==> config.mk <==
export PLATFORM = sky130hd
export DESIGN_NAME = demux1_4_stream
export DESIGN_NICKNAME = d
export VERILOG_FILES = /design/src/rtl/demux1_4_stream.sv
export SDC_FILE = /design/constraint.sdc
export NUM_CORES = 1
export LEC_CHECK = 0
export ABC_AREA = 1
export BUFFER_PORTS_ARGS = -buffer_cell sky130_fd_sc_hd__buf_2
export CAP_MARGIN = 0
export CORE_MARGIN = 1
export CORE_UTILIZATION = 45
export DETAILED_ROUTE_END_ITERATION = 7
export PLACE_DENSITY = 0.67
export SETUP_SLACK_MARGIN = 0.3
export SLEW_MARGIN = 15
export SYNTH_ARGS = -nofsm -noshare
export SYNTH_HDL_FRONTEND = slang
export SYNTH_SLANG_ARGS = --single-unit
==> constraint.sdc <==
create_clock -name clk -period 23.4 [get_ports clk]
set_input_delay 1.17 -clock clk [delete_from_list [all_inputs] [get_ports clk]]
set_output_delay 1.17 -clock clk [all_outputs]
set_load 0.02 [all_outputs]
==> src/rtl/demux1_4_stream.sv <==
// ---------------------------------------------------------------------------
// demux1_4_stream
//   1-to-4 stream router. Each word accepted on the input side is written
//   into the small FIFO of the channel named by in_sel. A stalled consumer
//   therefore blocks only the words addressed to its own channel.
//
//   Optional feature macro: DEMUX_STATS_EN
//     defined   -> four saturating per-channel pop counters, read via
//                  stat_sel / stat_count, cleared by stat_clr.
//     undefined -> no counter flops; stat_count is tied to zero.
//
// Ports
//   clk        : rising-edge clock
//   rst        : asynchronous reset, active-high
//   in_valid   : producer has a word
//   in_ready   : FIFO of channel in_sel is not full
//   in_sel     : destination channel 0..3
//   in_data    : input word
//   out_valid  : bit k set while channel k holds a word
//   out_ready  : bit k set while consumer k accepts
//   out_data   : channel k head word at [k*WIDTH +: WIDTH]
//   stat_sel   : channel whose pop counter drives stat_count
//   stat_clr   : synchronous clear of all pop counters
//   stat_count : pop count of channel stat_sel
// ---------------------------------------------------------------------------
module demux1_4_stream #(
  parameter int WIDTH = 32,
  parameter int DEPTH = 2,
  parameter int CNT_W = 16
) (
  input  logic               clk,
  input  logic               rst,
  input  logic               in_valid,
  output logic               in_ready,
  input  logic [1:0]         in_sel,
  input  logic [WIDTH-1:0]   in_data,
  output logic [3:0]         out_valid,
  input  logic [3:0]         out_ready,
  output logic [4*WIDTH-1:0] out_data,
  input  logic [1:0]         stat_sel,
  input  logic               stat_clr,
  output logic [CNT_W-1:0]   stat_count
);

  localparam int AW = (DEPTH > 1) ? $clog2(DEPTH) : 1;
  localparam logic [AW:0]   OCC_FULL_C = (AW+1)'(DEPTH);
  localparam logic [AW:0]   OCC_ONE_C  = (AW+1)'(1);
  localparam logic [AW-1:0] PTR_ONE_C  = AW'(1);

  logic [WIDTH-1:0] r_mem  [4][DEPTH];
  logic [AW-1:0]    r_wptr [4];
  logic [AW-1:0]    r_rptr [4];
  logic [AW:0]      r_occ  [4];

  logic [3:0] w_full_s;
  logic [3:0] w_push_s;
  logic [3:0] w_pop_s;

  // Per-channel full/empty decode and handshake qualification.
  always_comb begin
    w_full_s  = 4'b0000;
    out_valid = 4'b0000;
    w_pop_s   = 4'b0000;
    w_push_s  = 4'b0000;
    out_data  = '0;
    for (int k = 0; k < 4; k++) begin
      w_full_s[k]  = (r_occ[k] == OCC_FULL_C);
      out_valid[k] = (r_occ[k] != '0);
      w_pop_s[k]   = out_valid[k] & out_ready[k];
      out_data[k*WIDTH +: WIDTH] = r_mem[k][r_rptr[k]];
    end
    // in_ready looks only at the selected channel's fullness.
    in_ready = ~w_full_s[in_sel];
    if (in_valid && in_ready) begin
      w_push_s[in_sel] = 1'b1;
    end else begin
      w_push_s = 4'b0000;
    end
  end

  // FIFO storage, pointers and occupancy for all four channels.
  always_ff @(posedge clk or posedge rst) begin
    if (rst) begin
      for (int k = 0; k < 4; k++) begin
        r_wptr[k] <= '0;
        r_rptr[k] <= '0;
        r_occ[k]  <= '0;
        for (int e = 0; e < DEPTH; e++) begin
          r_mem[k][e] <= '0;
        end
      end
    end else begin
      for (int k = 0; k < 4; k++) begin
        if (w_push_s[k]) begin
          r_mem[k][r_wptr[k]] <= in_data;
          r_wptr[k]           <= r_wptr[k] + PTR_ONE_C;
        end
        if (w_pop_s[k]) begin
          r_rptr[k] <= r_rptr[k] + PTR_ONE_C;
        end
        // Simultaneous push and pop leaves occupancy unchanged.
        case ({w_push_s[k], w_pop_s[k]})
          2'b10:   r_occ[k] <= r_occ[k] + OCC_ONE_C;
          2'b01:   r_occ[k] <= r_occ[k] - OCC_ONE_C;
          default: r_occ[k] <= r_occ[k];
        endcase
      end
    end
  end

`ifdef DEMUX_STATS_EN
  logic [CNT_W-1:0] r_stat [4];

  // Saturating pop counters; a clear overrides a same-cycle increment.
  always_ff @(posedge clk or posedge rst) begin
    if (rst) begin
      for (int k = 0; k < 4; k++) begin
        r_stat[k] <= '0;
      end
    end else if (stat_clr) begin
      for (int k = 0; k < 4; k++) begin
        r_stat[k] <= '0;
      end
    end else begin
      for (int k = 0; k < 4; k++) begin
        if (w_pop_s[k] && (r_stat[k] != {CNT_W{1'b1}})) begin
          r_stat[k] <= r_stat[k] + CNT_W'(1);
        end
      end
    end
  end

  assign stat_count = r_stat[stat_sel];
`else
  logic w_unused_stat_s;

  assign stat_count      = '0;
  assign w_unused_stat_s = ^{stat_sel, stat_clr};
`endif

endmodule

==> flow_metrics.env, run 1 <==
export IMPL_cts_root_buf="clkbuf_16"
export IMPL_syn_cell_area_um2=12600
export IMPL_cts_tree="done"
export IMPL_cts_made_buffers=28
export IMPL_synth_top_area_cell="dfrtp_1"
export IMPL_dp_cells=2117
export IMPL_p_leak_nw=8.38
export IMPL_synthCells=1675
export IMPL_ant_nets=0
export IMPL_synth_seq_cells=272
export IMPL_fp_dieArea_um2=28700
export IMPL_clock_sinks=272
export IMPL_start_kind="register"
export IMPL_critical_path_class="reg -> out"
export IMPL_hold_buffers=0
export IMPL_dr_total_vias=10900
export IMPL_core_um2=27200
export IMPL_crit_path_max_incr_delay_ns=1.08
export IMPL_yosysSeqAreaShare_pct=54.1
export IMPL_period_share_pct=17.9
export IMPL_drt_iter0_drc=1141
export IMPL_synth_common_cells="nand2_1 (1054), dfrtp_1 (272), nand3_1 (132)"
export IMPL_die_h_um=169
export IMPL_relSlewSlack_pct=25.7
export IMPL_hold_viol_final=0
export IMPL_critPathCaptureType="primary output"
export IMPL_finalCriticalPeriod_ns=4.19
export IMPL_arrival_ns=3.02
export IMPL_clkTransAtPathRegs_ns=0.06
export IMPL_synth_edff_count=0
export IMPL_cp_required_ns=22.23
export IMPL_setup_violations=0
export IMPL_grt_first_pass_wirelength_um=58600
export IMPL_worst_pin_slew_ns=1.11
export IMPL_synth_main_ff_cell="dfrtp_1"
export IMPL_fp_dieW_um=169
export IMPL_grt_use_total_pct=26.3
export IMPL_antenna_cells=0
export IMPL_vias_per_cell=5.02
export IMPL_yosysWarnings=0
export IMPL_io_buffers=173
export IMPL_ctsResizeCount=0
export IMPL_peakVddDrop_v=0.0000674
export IMPL_async_flop_share_pct=100
export IMPL_clockBufferDepth=3
export IMPL_initial_core_util_pct=46.3
export IMPL_rows=60
export IMPL_synth_top_cell_area_share_pct=54.1
export IMPL_clock_latency_ns=0.54
export IMPL_synthTopCellsByArea="dfrtp_1 (54%), nand2_1 (31%), nand3_1 (5.2%)"
export IMPL_crit_fanout=33
export IMPL_crit_path_frequent_cell="nand2_1"
export IMPL_crit_path_top_delay_cell="clkinv_1"
export IMPL_drt_wl_total_um=36500
export IMPL_tns_ns=0
export IMPL_max_cap_violations=0
export IMPL_layout_drive_gt1_share_pct=14.3
export IMPL_syn_avg_cell_area_um2=7.52
export IMPL_post_cts_buffers=0
export IMPL_routedWlPerCell_um=16.8
export IMPL_synth_distinct_cells=20
export IMPL_hold_class="reg -> reg"
export IMPL_status="finished, final reports clean"
export IMPL_fmax_mhz=238
export IMPL_fin_cells=2166
export IMPL_dr_pass1_iters=5
export IMPL_overflow=0
export IMPL_cp_cell_sequence="clkinv_1 -> nand2_1 -> nand2_1 -> buf_2"
export IMPL_antenna_found_initial=0
export IMPL_gp_congestion=0.786
export IMPL_rsz0062_at_grt="false"
export IMPL_cts_max_level=1
export IMPL_drc=0
export IMPL_final_nets=1823
export IMPL_area_delta_synth_final_pct=14.4
export IMPL_pin_count=193
export IMPL_yosysMostFrequentCell="nand2_1"
export IMPL_skew_ns=0.00761
export IMPL_dp_hpwl_um=22400
export IMPL_grt_pass1_vias=10500
export IMPL_grt_start_max_net_pins=133
export IMPL_drv_slew=0
export IMPL_power_density_nw_per_um2=156
## area by class of cell
class,instances,area [µm²]
clock buffer,44,862
clock inverter,5,75.1
fill,2615,12800
inverter,31,124
multi-input combinational,1247,5040
sequential,272,6810
tap,372,465
timing repair buffer,195,1030
## final timing paths
kind                                 to  slack (ns)  depth (start not counted)       start
setup / recovery           out_data[10]       19.21                          4   r_rptr[3]
hold / removal               r_mem[229]        0.47                          2  r_mem[229]
setup reg to reg               r_occ[1]       20.79                         13    r_occ[7]
hold reg to reg              r_mem[229]        0.47                          2  r_mem[229]
max in group asynchronous     r_rptr[3]       20.96                          3         rst
min in group asynchronous    r_mem[225]        0.82                          2         rst
## flip-flops by register name, summed over array words and instances (netlist names)
name,flops
r_occ,8
r_wptr,4
r_mem,256
r_rptr,4
## per-stage QoR
step / setup slack, ns / total power, mW / hold WS (ns) / util [%] / instance area [µm²]
CTS: 18.57 / 2.26 / 0.472 / 53.0 / 14400
global placement: 19.11 / 1.78 / 0.453 / 49.5 / 13500
finish: 19.21 / 2.25 / 0.469 / 53.0 / 14400
floorplan: 14.73 / 1.46 / 0.442 / - / 12600
detailed placement: 19.15 / 1.80 / 0.458 / 49.5 / 13500
global route: 18.99 / 2.41 / 0.484 / 53.0 / 14400
## cells by family (layout without fill, tap and decap cells)
logic type | after synthesis | after routing | share of synthesized area [%]
xor+xnor | 12 | 12 | 0.835
fa+ha+maj | 4 | 4 | 0.397
other cells | 1 | 16 | 0.0298
buf+inv | 171 | 275 | 6.52
compound gates | 8 | 8 | 0.318
simple gates | 1207 | 1207 | 37.8
flops | 272 | 272 | 54.1
## worst max-delay path, delay by kind of cell (launching register included)
kind	cells	cell delay, ns
AND/OR/NAND/NOR	2	0.40
flip-flops	1	0.80
buffers and inverters	2	1.27
## routing by layer
metal	vias up	GRT usage, %	wire length [µm]
met5	-	0	0
met4	0	6.35	648
met3	43	3.75	2510
met2	402	42.5	16900
met1	5194	37.4	16400
li1	5237	-	-
## report_power, final
| part | total (mW) | switching (mW) | internal, mW |
|---|---|---|---|
| clock network | 0.455 | 0.182 | 0.272 |
| logic | 0.974 | 0.680 | 0.294 |
| registers | 0.824 | 0.129 | 0.695 |
## placed cells by master (no fill, tap or decap), drive strengths merged, types with 4 or more instances in the layout
cell,instances
a21oi,4
buf,195
clkbuf,44
clkinv,6
conb,16
dfrtp,272
ha,4
inv,28
nand2,1054
nand3,132
nand4,6
nor2,15
o21ai,4
xnor2,4
xor2,8
Note: power is estimated with default switching activity, not from simulation.
==> inputs of run 2 (changes only) <==
--- a/config.mk
+++ b/config.mk
@@ -11,7 +11,7 @@
 export CORE_MARGIN = 1
 export CORE_UTILIZATION = 45
 export DETAILED_ROUTE_END_ITERATION = 7
-export PLACE_DENSITY = 0.67
+export PLACE_DENSITY = 0.69
 export SETUP_SLACK_MARGIN = 0.3
 export SLEW_MARGIN = 15
 export SYNTH_ARGS = -nofsm -noshare
==> constraint.sdc (replaced) <==
create_clock -name clk -period 3.6 [get_ports clk]
set_input_delay 0.18 -clock clk [delete_from_list [all_inputs] [get_ports clk]]
set_output_delay 0.18 -clock clk [all_outputs]
set_load 0.02 [all_outputs]
==> flow_metrics.env, run 2 (synthesis results as in run 1) <==
export IMPL_status="finished, final reports clean"
export IMPL_fp_dieW_um=169
export IMPL_area_delta_synth_final_pct=18.6
export IMPL_critical_path_class="reg -> out"
export IMPL_tns_ns=0
export IMPL_hold_viol_final=0
export IMPL_cp_required_ns=3.42
export IMPL_pwr_share_comb_pct=42.8
export IMPL_setup_violations=0
export IMPL_power_frac_clock_pct=21.3
export IMPL_sequentialPowerShare_pct=35.9
export IMPL_pin_count=193
export IMPL_final_nets=1867
export IMPL_critPathCaptureType="primary output"
export IMPL_drc=0
export IMPL_overflow=0
export IMPL_cts_root_buf="clkbuf_16"
export IMPL_rsz0062_at_grt="false"
export IMPL_drt_iter0_drc=1174
export IMPL_drt_wl_total_um=36800
export IMPL_peakVddDrop_v=0.000446
export IMPL_clock_latency_ns=0.55
export IMPL_fp_dieArea_um2=28700
export IMPL_antenna_found_initial=0
export IMPL_io_buffers=173
export IMPL_initial_core_util_pct=46.3
export IMPL_period_share_pct=75.6
export IMPL_cts_tree="done"
export IMPL_grt_first_pass_wirelength_um=58300
export IMPL_cts_made_buffers=30
export IMPL_layout_drive_gt1_share_pct=14.7
export IMPL_skew_ns=0.0148
export IMPL_antenna_cells=0
export IMPL_hold_buffers=37
export IMPL_grt_start_max_net_pins=148
export IMPL_final_common_cell="nand2_1"
export IMPL_switching_share_pct=43.9
export IMPL_crit_fanout=33
export IMPL_vias_per_cell=5.06
export IMPL_grt_pass1_vias=10500
export IMPL_fmax_mhz=368
export IMPL_largest_reg_flops=256
export IMPL_p_leak_nw=8.62
export IMPL_start_kind="register"
export IMPL_finalCriticalPeriod_ns=2.72
export IMPL_fin_cells=2215
export IMPL_rows=60
export IMPL_largest_register="r_mem"
export IMPL_cts_max_level=1
export IMPL_dr_total_vias=11200
export IMPL_clock_sinks=272
export IMPL_gp_congestion=0.822
export IMPL_routedWlPerCell_um=16.6
export IMPL_max_cap_violations=0
export IMPL_core_um2=27200
export IMPL_clockBufferDepth=3
export IMPL_num_fill_cells=2603
export IMPL_dp_cells=2122
export IMPL_drv_slew=0
export IMPL_p_int_mw=8.38
export IMPL_finalPower_mw=14.9
export IMPL_die_h_um=169
export IMPL_worst_pin_slew_ns=1.11
export IMPL_layout_common_cells="nand2_1 (1054), dfrtp_1 (272), buf_2 (173), nand3_1 (132), dlygate4sd3_1 (37)"
export IMPL_post_cts_buffers=0
export IMPL_hold_class="in -> reg"
export IMPL_power_density_nw_per_um2=1000
export IMPL_dp_hpwl_um=22700
export IMPL_grt_use_total_pct=26.1
export IMPL_ant_nets=0
export IMPL_dr_pass1_iters=6
export IMPL_relSlewSlack_pct=25.6
export IMPL_clkTransAtPathRegs_ns=0.06
export IMPL_ctsResizeCount=0
export IMPL_top_regs="r_mem x256, r_occ x8"
export IMPL_arrival_ns=2.54
export IMPL_switchingPower_mw=6.56
## run 2: cell type report
cell class	count	area (µm²)	area share [%]
Clock buffer	41	873	5.85
Clock inverter	15	168	1.12
Inverter	31	120	0.804
Multi-Input combinational cell	1247	5040	33.7
Sequential cell	272	6810	45.6
Tap cell	372	465	3.12
Timing Repair Buffer	237	1460	9.80
## run 2: path summary, 6_finish.rpt
path                             from      endpoint  slack, ns  cells past startpoint
max                         r_rptr[2]  out_data[41]       0.88                      6
min reg2reg                r_mem[204]    r_mem[204]       0.47                      2
min                         in_sel[0]     r_wptr[2]       0.12                      4
max reg2reg                  r_occ[7]    r_mem[112]       1.30                      8
max in group asynchronous         rst    r_mem[242]       2.49                      4
min in group asynchronous         rst    r_mem[192]       0.36                      4
## run 2: per-stage QoR
step / util (%) / worst slack, ns / instance area (µm²) / hold slack, ns
final: 54.9 / 0.879 / 14900 / 0.116
after global routing: 54.9 / 0.790 / 14900 / 0.140
after CTS: 54.9 / 0.890 / 14900 / 0.104
after detailed placement: 49.8 / 1.32 / 13500 / 0.398
after global placement: 49.8 / 1.38 / 13500 / 0.401
after floorplan: - / -0.175 / 12700 / 0.360
## run 2: worst max-delay path: stages, from the launching register on
cell and delay [ns]:
dfrtp_1 0.33, buf_4 0.40, clkinv_1 0.49, buf_4 0.39, nand2_1 0.09, nand2_1 0.09, buf_2 0.18
## run 2: layer usage
metal,track usage [%],vias up,part of all wire [%]
met5,0,-,0
met4,6.93,0,2.1
met3,2.96,63,6.9
met2,41.8,463,46
met1,37.6,5339,45
li1,-,5341,-
## run 2: power by group through the flow
stage	sequential (mW)	combinational (mW)	clock (mW)
after floorplan	5.14	4.38	0
final	5.36	6.39	3.19
after detailed placement	5.37	6.36	0
after CTS	5.34	6.42	3.23
after global routing	5.54	7.05	3.37
after global placement	5.32	6.24	0
==> inputs of run 3 (changes only) <==
==> constraint.sdc (replaced) <==
create_clock -name clk -period 2.4 [get_ports clk]
set_input_delay 0.12 -clock clk [delete_from_list [all_inputs] [get_ports clk]]
set_output_delay 0.12 -clock clk [all_outputs]
set_load 0.02 [all_outputs]
==> flow_metrics.env, run 3 (synthesis results as in run 1) <==
export IMPL_cp_required_ns=2.28
export IMPL_cp_cell_sequence="buf_4 -> clkinv_1 -> buf_4 -> nand2_1 -> nand2_1 -> buf_2"
export IMPL_setup_violations=0
export IMPL_dp_cells=2139
export IMPL_top_layer_used="met4"
export IMPL_wl_met1_um=16600
export IMPL_dp_hpwl_um=23500
export IMPL_start_kind="register"
export IMPL_drc=0
export IMPL_layout_common_cells="nand2_1 (1053), dfrtp_1 (272), buf_2 (173), nand3_1 (131), buf_4 (38)"
export IMPL_core_um2=27200
export IMPL_crit_buf_inv=4
export IMPL_grt_use_total_pct=26.2
export IMPL_antenna_found_initial=0
export IMPL_crit_path_max_incr_delay_ns=0.36
export IMPL_dr_total_vias=11200
export IMPL_io_buffers=173
export IMPL_initial_core_util_pct=46.3
export IMPL_drt_iter0_drc=1227
export IMPL_path_delay_family="buffers and inverters"
export IMPL_overflow=0
export IMPL_critical_path_class="reg -> out"
export IMPL_final_common_cell="nand2_1"
export IMPL_hold_class="in -> reg"
export IMPL_period_share_pct=81.9
export IMPL_multi_input_area_um2=5050
export IMPL_crit_path_top_delay_cell="dfrtp_1"
export IMPL_drv_slew=0
export IMPL_post_cts_buffers=0
export IMPL_wl_met2_um=17100
export IMPL_top_regs="r_mem x256, r_occ x8"
export IMPL_cts_root_buf="clkbuf_16"
export IMPL_clock_latency_ns=0.54
export IMPL_layout_drive_gt1_share_pct=15.5
export IMPL_final_nets=1883
export IMPL_skew_ns=0.00820
export IMPL_num_fill_cells=2571
export IMPL_status="finished, final reports clean"
export IMPL_max_cap_violations=0
export IMPL_arrival_ns=1.85
export IMPL_grt_start_max_net_pins=118
export IMPL_cts_tree="done"
export IMPL_ant_nets=0
export IMPL_rows=60
export IMPL_routedWlPerCell_um=16.6
export IMPL_place_area_um2=13700
export IMPL_vias_per_cell=5.04
export IMPL_critPathCaptureType="primary output"
export IMPL_peakVddDrop_v=0.000697
export IMPL_drt_wl_total_um=37100
export IMPL_clockBufferDepth=3
export IMPL_fp_dieW_um=169
export IMPL_power_density_nw_per_um2=1480
export IMPL_gp_congestion=0.847
export IMPL_cts_max_level=1
export IMPL_fmax_mhz=508
export IMPL_clkTransAtPathRegs_ns=0.06
export IMPL_finalPower_mw=22.2
export IMPL_largest_register="r_mem"
export IMPL_seq_area_um2=6810
export IMPL_pin_count=193
export IMPL_fin_cells=2228
export IMPL_relSlewSlack_pct=55.9
export IMPL_crit_fanout=17
export IMPL_largest_reg_flops=256
export IMPL_grt_pass1_vias=10600
export IMPL_wl_met3_um=2390
export IMPL_grt_first_pass_wirelength_um=58600
export IMPL_antenna_cells=0
export IMPL_tns_ns=0
export IMPL_hold_viol_final=0
export IMPL_rsz0062_at_grt="false"
export IMPL_fp_dieArea_um2=28700
export IMPL_cts_made_buffers=29
export IMPL_dr_pass1_iters=6
export IMPL_die_h_um=169
export IMPL_clock_sinks=272
export IMPL_area_delta_synth_final_pct=19.3
export IMPL_finalCriticalPeriod_ns=1.97
export IMPL_worst_pin_slew_ns=0.661
export IMPL_p_leak_nw=8.69
export IMPL_fin_area_um2=15000
## run 3: cell types whose count changed in the layout (fill, tap and decap cells not counted), moves of 2 or more
| cell | before | now |
|---|---|---|
| clkinv_2 | 6 | 9 |
| buf_12 | 2 | 4 |
| bufinv_16 | 3 | 1 |
| clkbuf_8 | 6 | 11 |
| clkbuf_16 | 31 | 29 |
| clkinvlp_4 | 5 | 1 |
| buf_6 | 0 | 2 |
| buf_4 | 25 | 38 |
## run 3: worst min-delay path, stage by stage
cell and delay (ns):
buf_2 0.14, nand4_2 0.17, nand2_1 0.07, nand2_1 0.06
## run 3: cell type report
| cell class | instances | area share (%) |
|---|---|---|
| Clock buffer | 43 | 5.91 |
| Clock inverter | 9 | 0.466 |
| Inverter | 31 | 0.808 |
| Multi-Input combinational cell | 1247 | 33.6 |
| Sequential cell | 272 | 45.3 |
| Tap cell | 372 | 3.10 |
| Timing Repair Buffer | 254 | 10.8 |
## run 3: worst paths after layout
path | startpoint | to | slack, ns | cells past startpoint
max reg2reg | r_occ[7] | r_occ[3] | 0.47 | 12
min reg2reg | r_mem[224] | r_mem[224] | 0.47 | 2
max | r_rptr[1] | out_data[85] | 0.43 | 6
min | in_sel[0] | r_wptr[2] | 0.06 | 4
max in group asynchronous | rst | r_mem[254] | 1.42 | 5
min in group asynchronous | rst | r_mem[163] | 0.34 | 4
## run 3: what timing repair did
action / CTS / global route
hold buffers: 37 / 0
gates resized for setup: 1 / 6
pin swaps: 0 / 0
hold endpoints to repair: 511 / 0
setup endpoints to repair: 1 / 153
## run 3: through the flow
stage	hold WS [ns]	utilization (%)	setup slack (ns)
floorplan	0.300	-	-1.32
global placement	0.358	50.3	0.476
detailed placement	0.358	50.3	0.398
CTS	0.0458	55.2	0.390
global route	0.100	55.3	0.325
finish	0.0577	55.3	0.433
## run 3: power by group
part	switching (mW)	internal (mW)
sequential	1.17	6.77
combinational	6.75	3.04
clock	1.82	2.65
## run 3: metal layers
layer / track usage, % / vias to the layer above
li1: - / 5357
met2: 40.9 / 428
met5: 0 / -
met1: 38.3 / 5390
met3: 2.92 / 63
met4: 8.23 / 0
